$ cat src/rtl/paddle_update_ctrl_if.sv
// Paddle update bus: requester handshakes, frame strobe, mouse button and committed outputs.
interface paddle_update_ctrl_if;
  localparam int unsigned YW = 12;

  logic          vblank_start;
  logic          req_a;
  logic [YW-1:0] ypos_a;
  logic          ack_a;
  logic          req_b;
  logic [YW-1:0] ypos_b;
  logic          ack_b;
  logic          mouse_left_in;
  logic [YW-1:0] ypos_out;
  logic [YW-1:0] ypos_out_sec;
  logic          serve;
  logic          update_done;

  // Environment side: requesters, video timing and mouse.
  modport master (
    output vblank_start, req_a, ypos_a, req_b, ypos_b, mouse_left_in,
    input  ack_a, ack_b, ypos_out, ypos_out_sec, serve, update_done
  );

  // Controller side.
  modport slave (
    input  vblank_start, req_a, ypos_a, req_b, ypos_b, mouse_left_in,
    output ack_a, ack_b, ypos_out, ypos_out_sec, serve, update_done
  );
endinterface

$ cat src/rtl/paddle_update_ctrl.sv
// Paddle update controller: round-robin grants of two position requesters,
// clamped pending values committed at vertical blanking, one serve per frame.
module paddle_update_ctrl #(
  parameter int unsigned V_RES    = 768,
  parameter int unsigned PADDLE_H = 100,
  parameter int unsigned Y_RESET  = 334
) (
  input  logic                 clk,
  input  logic                 rst,
  paddle_update_ctrl_if.slave  io_bus
);

  localparam int unsigned   YW     = 12;
  localparam logic [YW-1:0] Y_MAX  = YW'(V_RES - PADDLE_H);
  localparam logic [YW-1:0] Y_INIT = YW'(Y_RESET);

  typedef enum logic [1:0] {
    S_IDLE    = 2'd0,
    S_GRANT_A = 2'd1,
    S_GRANT_B = 2'd2,
    S_COMMIT  = 2'd3
  } state_t;

  state_t        r_state;
  state_t        w_state_nxt;

  logic          r_rr_ptr;      // 0: A wins a tie, 1: B wins a tie
  logic          r_commit_pend;
  logic          r_valid_a;
  logic          r_valid_b;
  logic [YW-1:0] r_pend_a;
  logic [YW-1:0] r_pend_b;

  logic          r_ack_a;
  logic          r_ack_b;
  logic          r_update_done;
  logic [YW-1:0] r_ypos_out;
  logic [YW-1:0] r_ypos_out_sec;

  logic          r_mouse_q;
  logic          r_mouse_qq;
  logic          r_serve;
  logic          r_serve_lock;

  logic          w_grant_a;
  logic          w_grant_b;
  logic          w_commit;
  logic          w_rise;
  logic          w_serve_fire;

  function automatic logic [YW-1:0] clamp_y(input logic [YW-1:0] v);
    return (v > Y_MAX) ? Y_MAX : v;
  endfunction

  assign w_grant_a    = (r_state == S_GRANT_A);
  assign w_grant_b    = (r_state == S_GRANT_B);
  assign w_commit     = (r_state == S_COMMIT);
  assign w_rise       = r_mouse_q & ~r_mouse_qq;
  // The lock is released by the commit exiting this cycle, so a coincident edge still serves.
  assign w_serve_fire = w_rise & (~r_serve_lock | w_commit);

  // State register.
  always_ff @(posedge clk or negedge rst) begin
    if (!rst) r_state <= S_IDLE;
    else      r_state <= w_state_nxt;
  end

  // Next-state logic: commit has priority, ties go to the round-robin pointer.
  always_comb begin
    w_state_nxt = r_state;
    case (r_state)
      S_IDLE: begin
        if (r_commit_pend || io_bus.vblank_start)   w_state_nxt = S_COMMIT;
        else if (io_bus.req_a && io_bus.req_b)      w_state_nxt = r_rr_ptr ? S_GRANT_B : S_GRANT_A;
        else if (io_bus.req_a)                      w_state_nxt = S_GRANT_A;
        else if (io_bus.req_b)                      w_state_nxt = S_GRANT_B;
        else                                        w_state_nxt = S_IDLE;
      end
      S_GRANT_A: w_state_nxt = S_IDLE;
      S_GRANT_B: w_state_nxt = S_IDLE;
      S_COMMIT:  w_state_nxt = S_IDLE;
      default:   w_state_nxt = S_IDLE;
    endcase
  end

  // Pending values, valid flags, arbitration pointer and deferred-commit flag.
  always_ff @(posedge clk or negedge rst) begin
    if (!rst) begin
      r_pend_a      <= Y_INIT;
      r_pend_b      <= Y_INIT;
      r_valid_a     <= 1'b0;
      r_valid_b     <= 1'b0;
      r_rr_ptr      <= 1'b0;
      r_commit_pend <= 1'b0;
    end else begin
      if (w_grant_a) begin
        r_pend_a  <= clamp_y(io_bus.ypos_a);
        r_valid_a <= 1'b1;
        r_rr_ptr  <= 1'b1;
      end else if (w_commit) begin
        r_valid_a <= 1'b0;
      end
      if (w_grant_b) begin
        r_pend_b  <= clamp_y(io_bus.ypos_b);
        r_valid_b <= 1'b1;
        r_rr_ptr  <= 1'b0;
      end else if (w_commit) begin
        r_valid_b <= 1'b0;
      end
      // A blanking strobe that cannot be served now is remembered, never counted twice.
      if (io_bus.vblank_start && (r_state != S_IDLE)) r_commit_pend <= 1'b1;
      else if (w_commit)                              r_commit_pend <= 1'b0;
    end
  end

  // Acknowledges, frame-stable positions and commit strobe.
  always_ff @(posedge clk or negedge rst) begin
    if (!rst) begin
      r_ack_a        <= 1'b0;
      r_ack_b        <= 1'b0;
      r_update_done  <= 1'b0;
      r_ypos_out     <= Y_INIT;
      r_ypos_out_sec <= Y_INIT;
    end else begin
      r_ack_a       <= (w_state_nxt == S_GRANT_A);
      r_ack_b       <= (w_state_nxt == S_GRANT_B);
      r_update_done <= w_commit;
      if (w_commit && r_valid_a) r_ypos_out     <= r_pend_a;
      if (w_commit && r_valid_b) r_ypos_out_sec <= r_pend_b;
    end
  end

  // Mouse button edge detection.
  always_ff @(posedge clk or negedge rst) begin
    if (!rst) begin
      r_mouse_q  <= 1'b0;
      r_mouse_qq <= 1'b0;
    end else begin
      r_mouse_q  <= io_bus.mouse_left_in;
      r_mouse_qq <= r_mouse_q;
    end
  end

  // One serve pulse per frame, re-armed by each commit.
  always_ff @(posedge clk or negedge rst) begin
    if (!rst) begin
      r_serve      <= 1'b0;
      r_serve_lock <= 1'b0;
    end else begin
      r_serve <= w_serve_fire;
      if (w_serve_fire)  r_serve_lock <= 1'b1;
      else if (w_commit) r_serve_lock <= 1'b0;
    end
  end

  assign io_bus.ack_a        = r_ack_a;
  assign io_bus.ack_b        = r_ack_b;
  assign io_bus.update_done  = r_update_done;
  assign io_bus.ypos_out     = r_ypos_out;
  assign io_bus.ypos_out_sec = r_ypos_out_sec;
  assign io_bus.serve        = r_serve;

endmodule

$ cat src/flat_wrapper.sv
// flat-port wrapper written by rule: the top's interface ports become plain ports
module paddle_update_ctrl_flat 
#(
  parameter int unsigned V_RES    = 768,
  parameter int unsigned PADDLE_H = 100,
  parameter int unsigned Y_RESET  = 334
)
  (clk, rst, io_bus_vblank_start, io_bus_req_a, io_bus_ypos_a, io_bus_req_b, io_bus_ypos_b, io_bus_mouse_left_in, io_bus_ack_a, io_bus_ack_b, io_bus_ypos_out, io_bus_ypos_out_sec, io_bus_serve, io_bus_update_done);
  paddle_update_ctrl_if io_bus_i ();
  input  logic clk;
  input  logic rst;
  input wire logic [$bits(io_bus_i.vblank_start)-1:0] io_bus_vblank_start;
  input wire logic [$bits(io_bus_i.req_a)-1:0] io_bus_req_a;
  input wire logic [$bits(io_bus_i.ypos_a)-1:0] io_bus_ypos_a;
  input wire logic [$bits(io_bus_i.req_b)-1:0] io_bus_req_b;
  input wire logic [$bits(io_bus_i.ypos_b)-1:0] io_bus_ypos_b;
  input wire logic [$bits(io_bus_i.mouse_left_in)-1:0] io_bus_mouse_left_in;
  output wire logic [$bits(io_bus_i.ack_a)-1:0] io_bus_ack_a;
  output wire logic [$bits(io_bus_i.ack_b)-1:0] io_bus_ack_b;
  output wire logic [$bits(io_bus_i.ypos_out)-1:0] io_bus_ypos_out;
  output wire logic [$bits(io_bus_i.ypos_out_sec)-1:0] io_bus_ypos_out_sec;
  output wire logic [$bits(io_bus_i.serve)-1:0] io_bus_serve;
  output wire logic [$bits(io_bus_i.update_done)-1:0] io_bus_update_done;
  assign io_bus_i.vblank_start = io_bus_vblank_start;
  assign io_bus_i.req_a = io_bus_req_a;
  assign io_bus_i.ypos_a = io_bus_ypos_a;
  assign io_bus_i.req_b = io_bus_req_b;
  assign io_bus_i.ypos_b = io_bus_ypos_b;
  assign io_bus_i.mouse_left_in = io_bus_mouse_left_in;
  assign io_bus_ack_a = io_bus_i.ack_a;
  assign io_bus_ack_b = io_bus_i.ack_b;
  assign io_bus_ypos_out = io_bus_i.ypos_out;
  assign io_bus_ypos_out_sec = io_bus_i.ypos_out_sec;
  assign io_bus_serve = io_bus_i.serve;
  assign io_bus_update_done = io_bus_i.update_done;
  paddle_update_ctrl #(.V_RES(V_RES), .PADDLE_H(PADDLE_H), .Y_RESET(Y_RESET)) u_core (.clk(clk), .rst(rst), .io_bus(io_bus_i));
endmodule
$ cat config.mk
export PLATFORM = sky130hd
export DESIGN_NAME = paddle_update_ctrl_flat
export DESIGN_NICKNAME = d
export VERILOG_FILES = /design/src/rtl/paddle_update_ctrl_if.sv /design/src/rtl/paddle_update_ctrl.sv /design/src/flat_wrapper.sv
export SDC_FILE = /design/constraint.sdc
export NUM_CORES = 1
export LEC_CHECK = 0
export BUFFER_PORTS_ARGS = -buffer_cell sky130_fd_sc_hd__buf_2
export CAP_MARGIN = 0
export CORE_MARGIN = 1
export CORE_UTILIZATION = 46
export DETAILED_ROUTE_END_ITERATION = 10
export GPL_TIMING_DRIVEN = 0
export PLACE_DENSITY = 0.7
export SKIP_CTS_REPAIR_TIMING = 1
export SLEW_MARGIN = 0
export SYNTH_ARGS = -nofsm -noshare
export SYNTH_HDL_FRONTEND = slang
export SYNTH_SLANG_ARGS = --single-unit
$ cat constraint.sdc
create_clock -name clk -period 2.45 [get_ports clk]
set_input_delay 0 -clock clk [delete_from_list [all_inputs] [get_ports clk]]
set_output_delay 0 -clock clk [all_outputs]
set_load 0.01 [all_outputs]
==> results.md, run 1 <==
* Outcome: finished, violations left
* H-tree depth at 3
* PD cells at 956 nW/um2
* WP data arrival at 1800 ps
* Starting density of the core at 48.1%
* Main synth FF type: dfrtp_1
* Die X at 75.3 um
* Setup Skew at 4.08 ps
* Slowest CP cell: dfrtp_1
* Max-cap violations at 0
* Layout cells sized above 1 at 44.7%
* Layout area overhead at 29.9%
* # IOs at 58
* Worst-margin pin slew at 736 ps
* TritonCTS Buffers at 9
* Final hold violation count at 2
* CTS max path bufs at 2
* First-pass GRT wire length at 6790 um
* Post-route cell area at 3210 um2
* Clock transition at the registers of the reported paths at 60 ps
* Grt total ovfl at 0
* HPWL after DPL at 2990 um
* Vias at 1692
* Critical path required time at 2660 ps
* Total core area at 5140 um2
* DR pass1 iterations at 5
* Vias in the first global route at 1506
* Crit. End Element: flip-flop
* Hold_ws at -2.49 ps
* Post-synthesis instance total at 189
* RR Startpoint: u_core.r_state[0]$_DFF_PN0_
* Hold Path Class: input pin to flip-flop
* Routed Antenna Nets at 0
* Port-buffer cells at 57
* Post-synth ARST share at 100%
* Dpl cells at 316
* Worst-path maximum fanout at 10
* TNS Setup at 0 ps
* Slew margin rel. at 50.9%
* DRT iter0 DRCs at 86
* Final Setup Violations at 0
* Pwr Total at 0.00307 W
* Maximum VDD drop at 0.000572 V
* Syn nets at 224
* Critical Path Max Stage Delay at 400 ps
* Worst path cell trace: ha_1, nand2_1, buf_2, mux2_2
* Final min period at 1580 ps
* Antenna diode count at 0
* Post-synth EDFFs at 0
* CTS Sinks at 61
* Crit share post-route at 64.7%
* Peak Freq at 631 MHz
* Filler Cell Count at 438
* Synth Cell Area at 2470 um2
* # nets final at 312
* CTS tree: done
* Worst Setup SP: u_core.r_state[0]$_DFF_PN0_
* Leakage power at 1.53 nW
* Register area share after synthesis at 62.8%
* RSZ-0062 raised after global routing: false
* Largest net degree at the start of global routing at 62
* Non-Filler Instances at 352
* # rows at 26
* Worst-Skew Late Latency at 320 ps
* Critical Path Start Type: flip-flop
* DP Area at 2850 um2
* DR vias/cell at 4.81
* Syn Area/Cell at 13.1 um2
* Synthesized flop and latch total at 61
* Initial antenna violation count at 0
* Die ar. at 5670 um2
* Yosys warning count at 0
* Routability cong. at 0.733
* Routed WL at 4450 um
* HP Start: io_bus_ypos_b[8]
* Overall routing resource usage at 16.7%
* DRC violations left at 0
* Wire per inst at 12.6 um
* Die H at 75.3 um
* Number of library cell types mapped by synthesis at 32
* Setup Crit Path Kind: flip-flop to flip-flop
* Failing checks: negative hold slack
* CTS Root Cell: clkbuf_8
* Max Slew Vio Count at 0
[per-stage QoR]
| stage | setup WS, ps | utilization [%] |
|---|---|---|
| after floorplan | 1060 | - |
| after global placement | 885 | 55.4 |
| after detailed placement | 869 | 55.4 |
| after CTS | 855 | 58.5 |
| after global routing | 715 | 62.5 |
| final | 866 | 62.5 |
[worst max-delay path: cells and delay by family, from the launching register on]
kind | cells | cell delay (ps)
flip-flops | 1 | 400
multiplexers | 1 | 370
buffers and inverters | 1 | 290
adder cells (fa/ha/maj) | 1 | 270
AND/OR/NAND/NOR | 1 | 140
[metal layers]
layer	wire length [um]	GRT usage, %	up-vias
met3	216	7.14	8
met1	2020	22.0	810
met4	76	6.17	0
met5	0	0	-
li1	-	-	830
met2	2140	24.8	44
[cells in the mapped netlist (4+ instances only)]
cell type   n  area share [%]
a21oi_1     8             1.6
buf_2       4            0.81
dfrtp_1    41              41
dfstp_2    20              21
ha_1        5             2.5
inv_1      12             1.8
mux2_2     24              11
mux2i_1     6             2.4
nand2_1    14             2.1
nor2_1     17             2.6
nor2b_1     4             1.0
[path summary, 6_finish.rpt]
path	end	cells after the start	slack, ps
max	u_core.io_bus.ypos_out_sec[4]$_DFFE_PN0P_	4	870
min	u_core.r_pend_b[8]$_DFFE_PN1P_	3	-2
max reg2reg	u_core.io_bus.ypos_out_sec[4]$_DFFE_PN0P_	4	870
min reg2reg	u_core.r_mouse_qq$_DFF_PN0_	0	380
max in group asynchronous	u_core.io_bus.ack_b$_DFF_PN0_	2	1680
min in group asynchronous	u_core.r_commit_pend$_DFFE_PN0P_	2	280
[power breakdown]
part           switching (W)  total (W)  internal (W)
Clock               0.000336   0.000728      0.000392
Combinational       0.000424   0.000837      0.000413
Sequential          0.000135    0.00150       0.00137
[registers in the layout, summed over array words and instances (netlist names)]
| name | flops |
|---|---|
| u_core.r_mouse_q | 1 |
| u_core.r_commit_pend | 1 |
| u_core.io_bus.ack_b | 1 |
| u_core.io_bus.update_done | 1 |
| u_core.io_bus.ypos_out | 12 |
| u_core.io_bus.serve | 1 |
| u_core.r_mouse_qq | 1 |
| u_core.r_valid_a | 1 |
| u_core.r_state | 2 |
| u_core.r_serve_lock | 1 |
| u_core.r_valid_b | 1 |
| u_core.r_pend_b | 12 |
| u_core.r_pend_a | 12 |
| u_core.r_rr_ptr | 1 |
| u_core.io_bus.ack_a | 1 |
| u_core.io_bus.ypos_out_sec | 12 |
[layout by cell type, fill, tap and decap left out]
master,instances
a22o_1,3
a21o_1,2
nand2_1,14
nand2_2,1
a211oi_2,2
a31oi_1,2
buf_4,1
clkbuf_1,5
and4bb_2,1
clkinv_2,2
ha_1,5
o31a_1,1
a21boi_0,1
nand4b_1,1
mux2_2,24
dfrtp_1,41
nor2b_1,4
nand3_1,1
a21oi_1,8
o31ai_2,3
o21ai_0,3
and4_2,1
and3_1,2
buf_2,60
nand2b_1,1
inv_1,12
dlygate4sd3_1,20
o22a_1,1
o2bb2ai_1,2
mux2i_1,6
o211ai_1,2
nor3_1,2
nor2_1,17
clkbuf_8,10
dfstp_2,20
a31o_4,1
[final cells by class]
type / instances / area, um2 / share of cell area [%]
clock inverter: 2 / 10.0 / 0.312
timing repair buffer: 77 / 488 / 15.2
buffer: 5 / 23.8 / 0.740
inverter: 12 / 45.0 / 1.40
tap: 70 / 87.6 / 2.73
clock buffer: 14 / 153 / 4.75
multi-input combinational: 111 / 852 / 26.5
sequential: 61 / 1550 / 48.3
[logic make-up after synthesis]
kind of cell    after synthesis  share of synthesized area, %
compound gates               31                          9.97
fa+ha+maj                     5                          2.53
buf+inv                      17                          2.78
flops                        61                          62.8
mux                          30                          13.4
simple gates                 45                          8.60
No activity file was read; power rests on OpenSTA's default activity.
==> run 2, diff against run 1 <==
- ABC_AREA: default -> 1
- PLACE_DENSITY: 0.7 -> 0.69
- clock period: 2.45 -> 1.5 ns (I/O delays scaled with it)
==> run 2 against run 1 <==
  * Cell area rose by 7.1%
  * The run still ends with negative hold slack left
  * Register-to-register slack got worse by 800 ps
  * Clock skew up 6.8 ps
  * Critical path type unchanged
  * Highest routed layer unchanged
  * Largest power group unchanged
  * Via count grew 20%
  * Synthesized cell count up 41%
==> results.md, run 2 <==
* Critical Path Start Type: flip-flop
* Final min period at 1440 ps
* # rows at 27
* Max-cap violations at 0
* Number of library cell types mapped by synthesis at 21
* Slowest CP cell: dfrtp_1
* DRT iter0 DRCs at 128
* Grt total ovfl at 0
* Layout area overhead at 31.1%
* CTS max path bufs at 2
* Initial antenna violation count at 0
* Syn Area/Cell at 9.86 um2
* CTS Sinks at 61
* Seq. cell area at 1550 um2
* DRC violations left at 0
* Final hold violation count at 4
* WP data arrival at 1650 ps
* Post-route cell area at 3440 um2
* First-pass GRT wire length at 8560 um
* Post-synth ARST share at 100%
* Layout cells sized above 1 at 34.0%
* Vias at 2036
* RR Startpoint: u_core.r_state[0]$_DFF_PN0_
* RSZ-0062 raised after global routing: false
* HP Start: io_bus_ypos_b[8]
* Multi-input logic area at 905 um2
* Routed WL at 5220 um
* Yosys warning count at 0
* Overall routing resource usage at 18.8%
* DR pass1 iterations at 5
* Worst path cell trace: ha_1, buf_6, nand2_8, buf_6, mux2_4
* Largest net degree at the start of global routing at 62
* Register area share after synthesis at 59.1%
* Most common cell after layout, fill and taps aside: buf_2
* CTS Root Cell: clkbuf_8
* Synthesized flop and latch total at 61
* Worst-margin pin slew at 757 ps
* Vias in the first global route at 1905
* Failing checks: negative hold slack
* Filler Cell Count at 463
* TNS Setup at 0 ps
* Hold Path Stages at 5
* Post-synthesis instance total at 266
* Worst Setup SP: u_core.r_state[0]$_DFF_PN0_
* Die ar. at 6010 um2
* Leakage power at 1.73 nW
* DP Area at 3000 um2
* HPWL after DPL at 3490 um
* Post-synth EDFFs at 0
* Syn nets at 301
* Worst-Skew Late Latency at 330 ps
* Reg2reg path depth at 5
* # nets final at 389
* Top post-synthesis cells by area: dfrtp_1, dfstp_2, nand2_1
* RR Endpoint: u_core.io_bus.ypos_out_sec[9]$_DFFE_PN0P_
* Worst-path maximum fanout at 10
* Routability cong. at 0.799
* Routed Antenna Nets at 0
* DR vias/cell at 4.72
* R2R setup slack at 60 ps
* Setup Skew at 10.9 ps
* Antenna diode count at 0
* Most frequent cells in the layout: buf_2, nand2_1, dfrtp_1
* PD cells at 1580 nW/um2
* Synth area leader: dfrtp_1
* Outcome: finished, violations left
* Die X at 77.5 um
* Clock transition at the registers of the reported paths at 70 ps
* Top-count cell post-synth: nand2_1
* Critical Path Max Stage Delay at 400 ps
* Hold Path Class: input pin to flip-flop
* Setup Crit Path Kind: flip-flop to flip-flop
* Hold_ws at -31.2 ps
* Crit path top cell by count: buf_6
* Wire per inst at 12.1 um
* Worst hold endpoint: u_core.r_pend_b[8]$_DFFE_PN1P_
* Synth Cell Area at 2620 um2
* Die H at 77.5 um
* Critical path required time at 1710 ps
* Max Slew Vio Count at 0
* Main synth FF type: dfrtp_1
* Port-buffer cells at 57
* Peak Freq at 696 MHz
* Worst setup margin at 62.7 ps
* TritonCTS Buffers at 9
* Total core area at 5510 um2
* Crit share post-route at 95.8%
* Top-area cell type share of the netlist area at 39.1%
* Final Setup Violations at 0
* Maximum VDD drop at 0.000819 V
* # IOs at 58
* Synth cell count leaders: nand2_1, dfrtp_1, nor2_1, inv_1, dfstp_2
* Post-place setup slack at -0.812 ps
* Slew margin rel. at 49.6%
* CTS tree: done
* Crit. End Element: flip-flop
* Starting density of the core at 47.6%
* H-tree depth at 3
run 2: where the power goes:
group	leakage [nW]	internal, W	switching (W)
logic	0.929	0.000697	0.000772
registers	0.697	0.00224	0.000241
clock network	0.104	0.000907	0.000593
total	1.73	0.00384	0.00161
run 2: final cells by class:
type	instances	share of cell area (%)
tap	72	2.62
multi-input combinational	161	26.3
inverter	38	4.37
clock inverter	1	0.873
clock buffer	15	5.13
timing repair buffer	77	14.2
buffer	6	1.42
sequential	61	45.1
run 2: worst max-delay path: cells and delay by family (launching register included):
| kind | cells | cell delay (ps) |
|---|---|---|
| fa+ha+maj | 1 | 230 |
| buf+inv | 2 | 300 |
| flops | 1 | 400 |
| simple gates | 1 | 90 |
| mux | 1 | 290 |
run 2: metrics by stage:
step / hold WS, ps / util, % / cells / total power [W]
floorplan: -296 / - / 266 / 0.00337
global placement: 109 / 54.5 / 395 / 0.00383
detailed placement: 110 / 54.5 / 395 / 0.00388
CTS: -235 / 58.2 / 411 / 0.00541
global route: 1.96 / 62.5 / 431 / 0.00577
finish: -31.2 / 62.5 / 431 / 0.00545
run 2: worst max path at each step:
stage                                                end  depth (start not counted)
2_1_floorplan      u_core.io_bus.ypos_out[9]$_DFFE_PN0P_                          5
3_3_place_gp   u_core.io_bus.ypos_out_sec[9]$_DFFE_PN0P_                          5
3_5_place_dp   u_core.io_bus.ypos_out_sec[9]$_DFFE_PN0P_                          5
4_1_cts        u_core.io_bus.ypos_out_sec[9]$_DFFE_PN0P_                          5
5_1_grt                   u_core.r_pend_b[2]$_DFFE_PN1P_                          6
6_report       u_core.io_bus.ypos_out_sec[9]$_DFFE_PN0P_                          5
run 2: logic make-up after synthesis:
logic type	Yosys count	share of synthesized area (%)
multiplexers	16	7.44
buffers and inverters	44	7.15
AND/OR/NAND/NOR	111	17.9
adder cells (fa/ha/maj)	5	2.38
flip-flops	61	59.1
AO/OA/AOI/OAI	29	5.96
run 2: per-layer routing:
layer / routed length (um) / share of wire (%) / up-vias / GRT usage [%]
met4: 101 / 1.9 / 0 / 9.06
li1: - / - / 1013 / -
met2: 2480 / 47 / 59 / 29.1
met1: 2410 / 46 / 952 / 24.6
met3: 237 / 4.5 / 12 / 4.94
met5: 0 / 0 / - / 0
==> run 3, diff against run 2 <==
- CORE_UTILIZATION: 46 -> 53
- PLACE_DENSITY: 0.69 -> 0.78
==> run 3 against run 2 <==
  * The flow still finishes with violations (negative hold slack)
  * Via count down 3.8%
  * Combinational power barely moved
  * Clock-buffer cell count shrank 1
  * Clock skew down 3.3 ps
  * Largest cell class unchanged
  * Highest routed layer unchanged
==> results.md, run 3 (same netlist as run 2, synthesis figures left out) <==
* Worst-margin pin slew at 724 ps
* Maximum VDD drop at 0.00124 V
* Vias at 1959
* Post-route cell area at 3340 um2
* Routability cong. at 0.869
* Routed Antenna Nets at 0
* Overall routing resource usage at 19.2%
* Crit share post-route at 98.5%
* Multi-input logic area at 902 um2
* Die ar. at 5240 um2
* H-tree depth at 3
* TritonCTS Buffers at 9
* Setup Skew at 7.66 ps
* Slew margin rel. at 51.7%
* DR vias/cell at 4.69
* Clock transition at the registers of the reported paths at 70 ps
* Hold_ws at -28.4 ps
* Layout cells sized above 1 at 34.8%
* DRC violations left at 0
* Port-buffer cells at 57
* Setup Crit Path Kind: flip-flop to flip-flop
* # rows at 25
* Leakage power at 1.70 nW
* Total core area at 4750 um2
* CTS Root Cell: clkbuf_8
* Die X at 72.4 um
* Vias in the first global route at 1761
* Max Slew Vio Count at 0
* Max-cap violations at 0
* Most frequent cells in the layout: buf_2, nand2_1, dfrtp_1
* Failing checks: negative hold slack
* Wire per inst at 11.5 um
* Non-Filler Instances at 418
* Outcome: finished, violations left
* Peak Freq at 677 MHz
* Critical Path Start Type: flip-flop
* Dpl cells at 390
* Worst-Skew Late Latency at 320 ps
* Crit. End Element: flip-flop
* Final min period at 1480 ps
* First-pass GRT wire length at 7380 um
* PD cells at 1570 nW/um2
* Final hold violation count at 6
* CTS tree: done
* Starting density of the core at 55.2%
* Antenna diode count at 0
* # nets final at 382
* Worst-path maximum fanout at 10
* Largest net degree at the start of global routing at 62
* Grt total ovfl at 0
* CTS max path bufs at 2
* RSZ-0062 raised after global routing: true
* Die H at 72.4 um
* CTS Sinks at 61
* HPWL after DPL at 3160 um
* WP data arrival at 1680 ps
* DP Area at 2990 um2
* Initial antenna violation count at 0
* Critical path required time at 1700 ps
* Layout area overhead at 27.4%
* Final Setup Violations at 0
* # IOs at 58
* Hold Path Class: input pin to flip-flop
* DR pass1 iterations at 4
* DRT iter0 DRCs at 119
* Most common cell after layout, fill and taps aside: buf_2
* Seq. cell area at 1550 um2
* Routed WL at 4800 um
* Filler Cell Count at 393
run 3: cell count changes in the layout (fill, tap and decap cells not counted), sizes merged:
cell,change
bufinv,-1
clkinv,+1
dlygate4sd3,-7
clkbuf,-1
run 3: critical path: stages (launching register included):
cell and delay (ps):
dfrtp_1 400, ha_1 230, buf_4 190, nand2_8 110
buf_8 130, mux2_4 290
run 3: layout make-up:
class / instances / area share [%]
buffer: 6 / 1.46
clock buffer: 14 / 5.47
clock inverter: 1 / 0.150
inverter: 38 / 4.49
multi-input combinational: 161 / 27.0
sequential: 61 / 46.4
tap: 67 / 2.51
timing repair buffer: 70 / 12.5
run 3: where the power goes:
part | switching [W] | internal (W) | total [W]
combinational | 0.000759 | 0.000683 | 0.00144
clock | 0.000568 | 0.000770 | 0.00134
sequential | 0.000242 | 0.00224 | 0.00248
total | 0.00157 | 0.00369 | 0.00526
run 3: worst paths after layout:
path / start / endpoint / slack (ps) / cells past startpoint
worst min-delay path: io_bus_ypos_a[8] / u_core.r_pend_a[8]$_DFFE_PN1P_ / -30 / 5
max in group asynchronous: rst / u_core.io_bus.ypos_out[4]$_DFFE_PN0P_ / 730 / 2
min in group asynchronous: rst / u_core.r_mouse_q$_DFF_PN0_ / 280 / 2
worst max-delay path: u_core.r_state[0]$_DFF_PN0_ / u_core.io_bus.ypos_out[9]$_DFFE_PN0P_ / 20 / 5
worst min register to register: u_core.r_mouse_q$_DFF_PN0_ / u_core.r_mouse_qq$_DFF_PN0_ / 380 / 0
worst max register to register: u_core.r_state[0]$_DFF_PN0_ / u_core.io_bus.ypos_out[9]$_DFFE_PN0P_ / 20 / 5
run 3: layer usage:
layer,vias to the layer above,track usage (%),routed length [um]
li1,998,-,-
met1,902,23.3,2170
met2,48,31.5,2280
met3,11,6.25,208
met4,0,8.06,136
met5,-,0,0
run 3: metrics by stage:
stage	utilization (%)	setup TNS (ps)	hold slack, ps	total power (W)	setup slack, ps
6_report	70.3	0	-28.4	0.00526	22.1
5_1_grt	70.3	-54.3	3.71	0.00557	-27.1
4_1_cts	66.9	0	-235	0.00522	4.57
3_5_place_dp	62.9	0	110	0.00386	25.7
3_3_place_gp	62.9	0	108	0.00382	45.9
2_1_floorplan	-	0	-296	0.00337	127
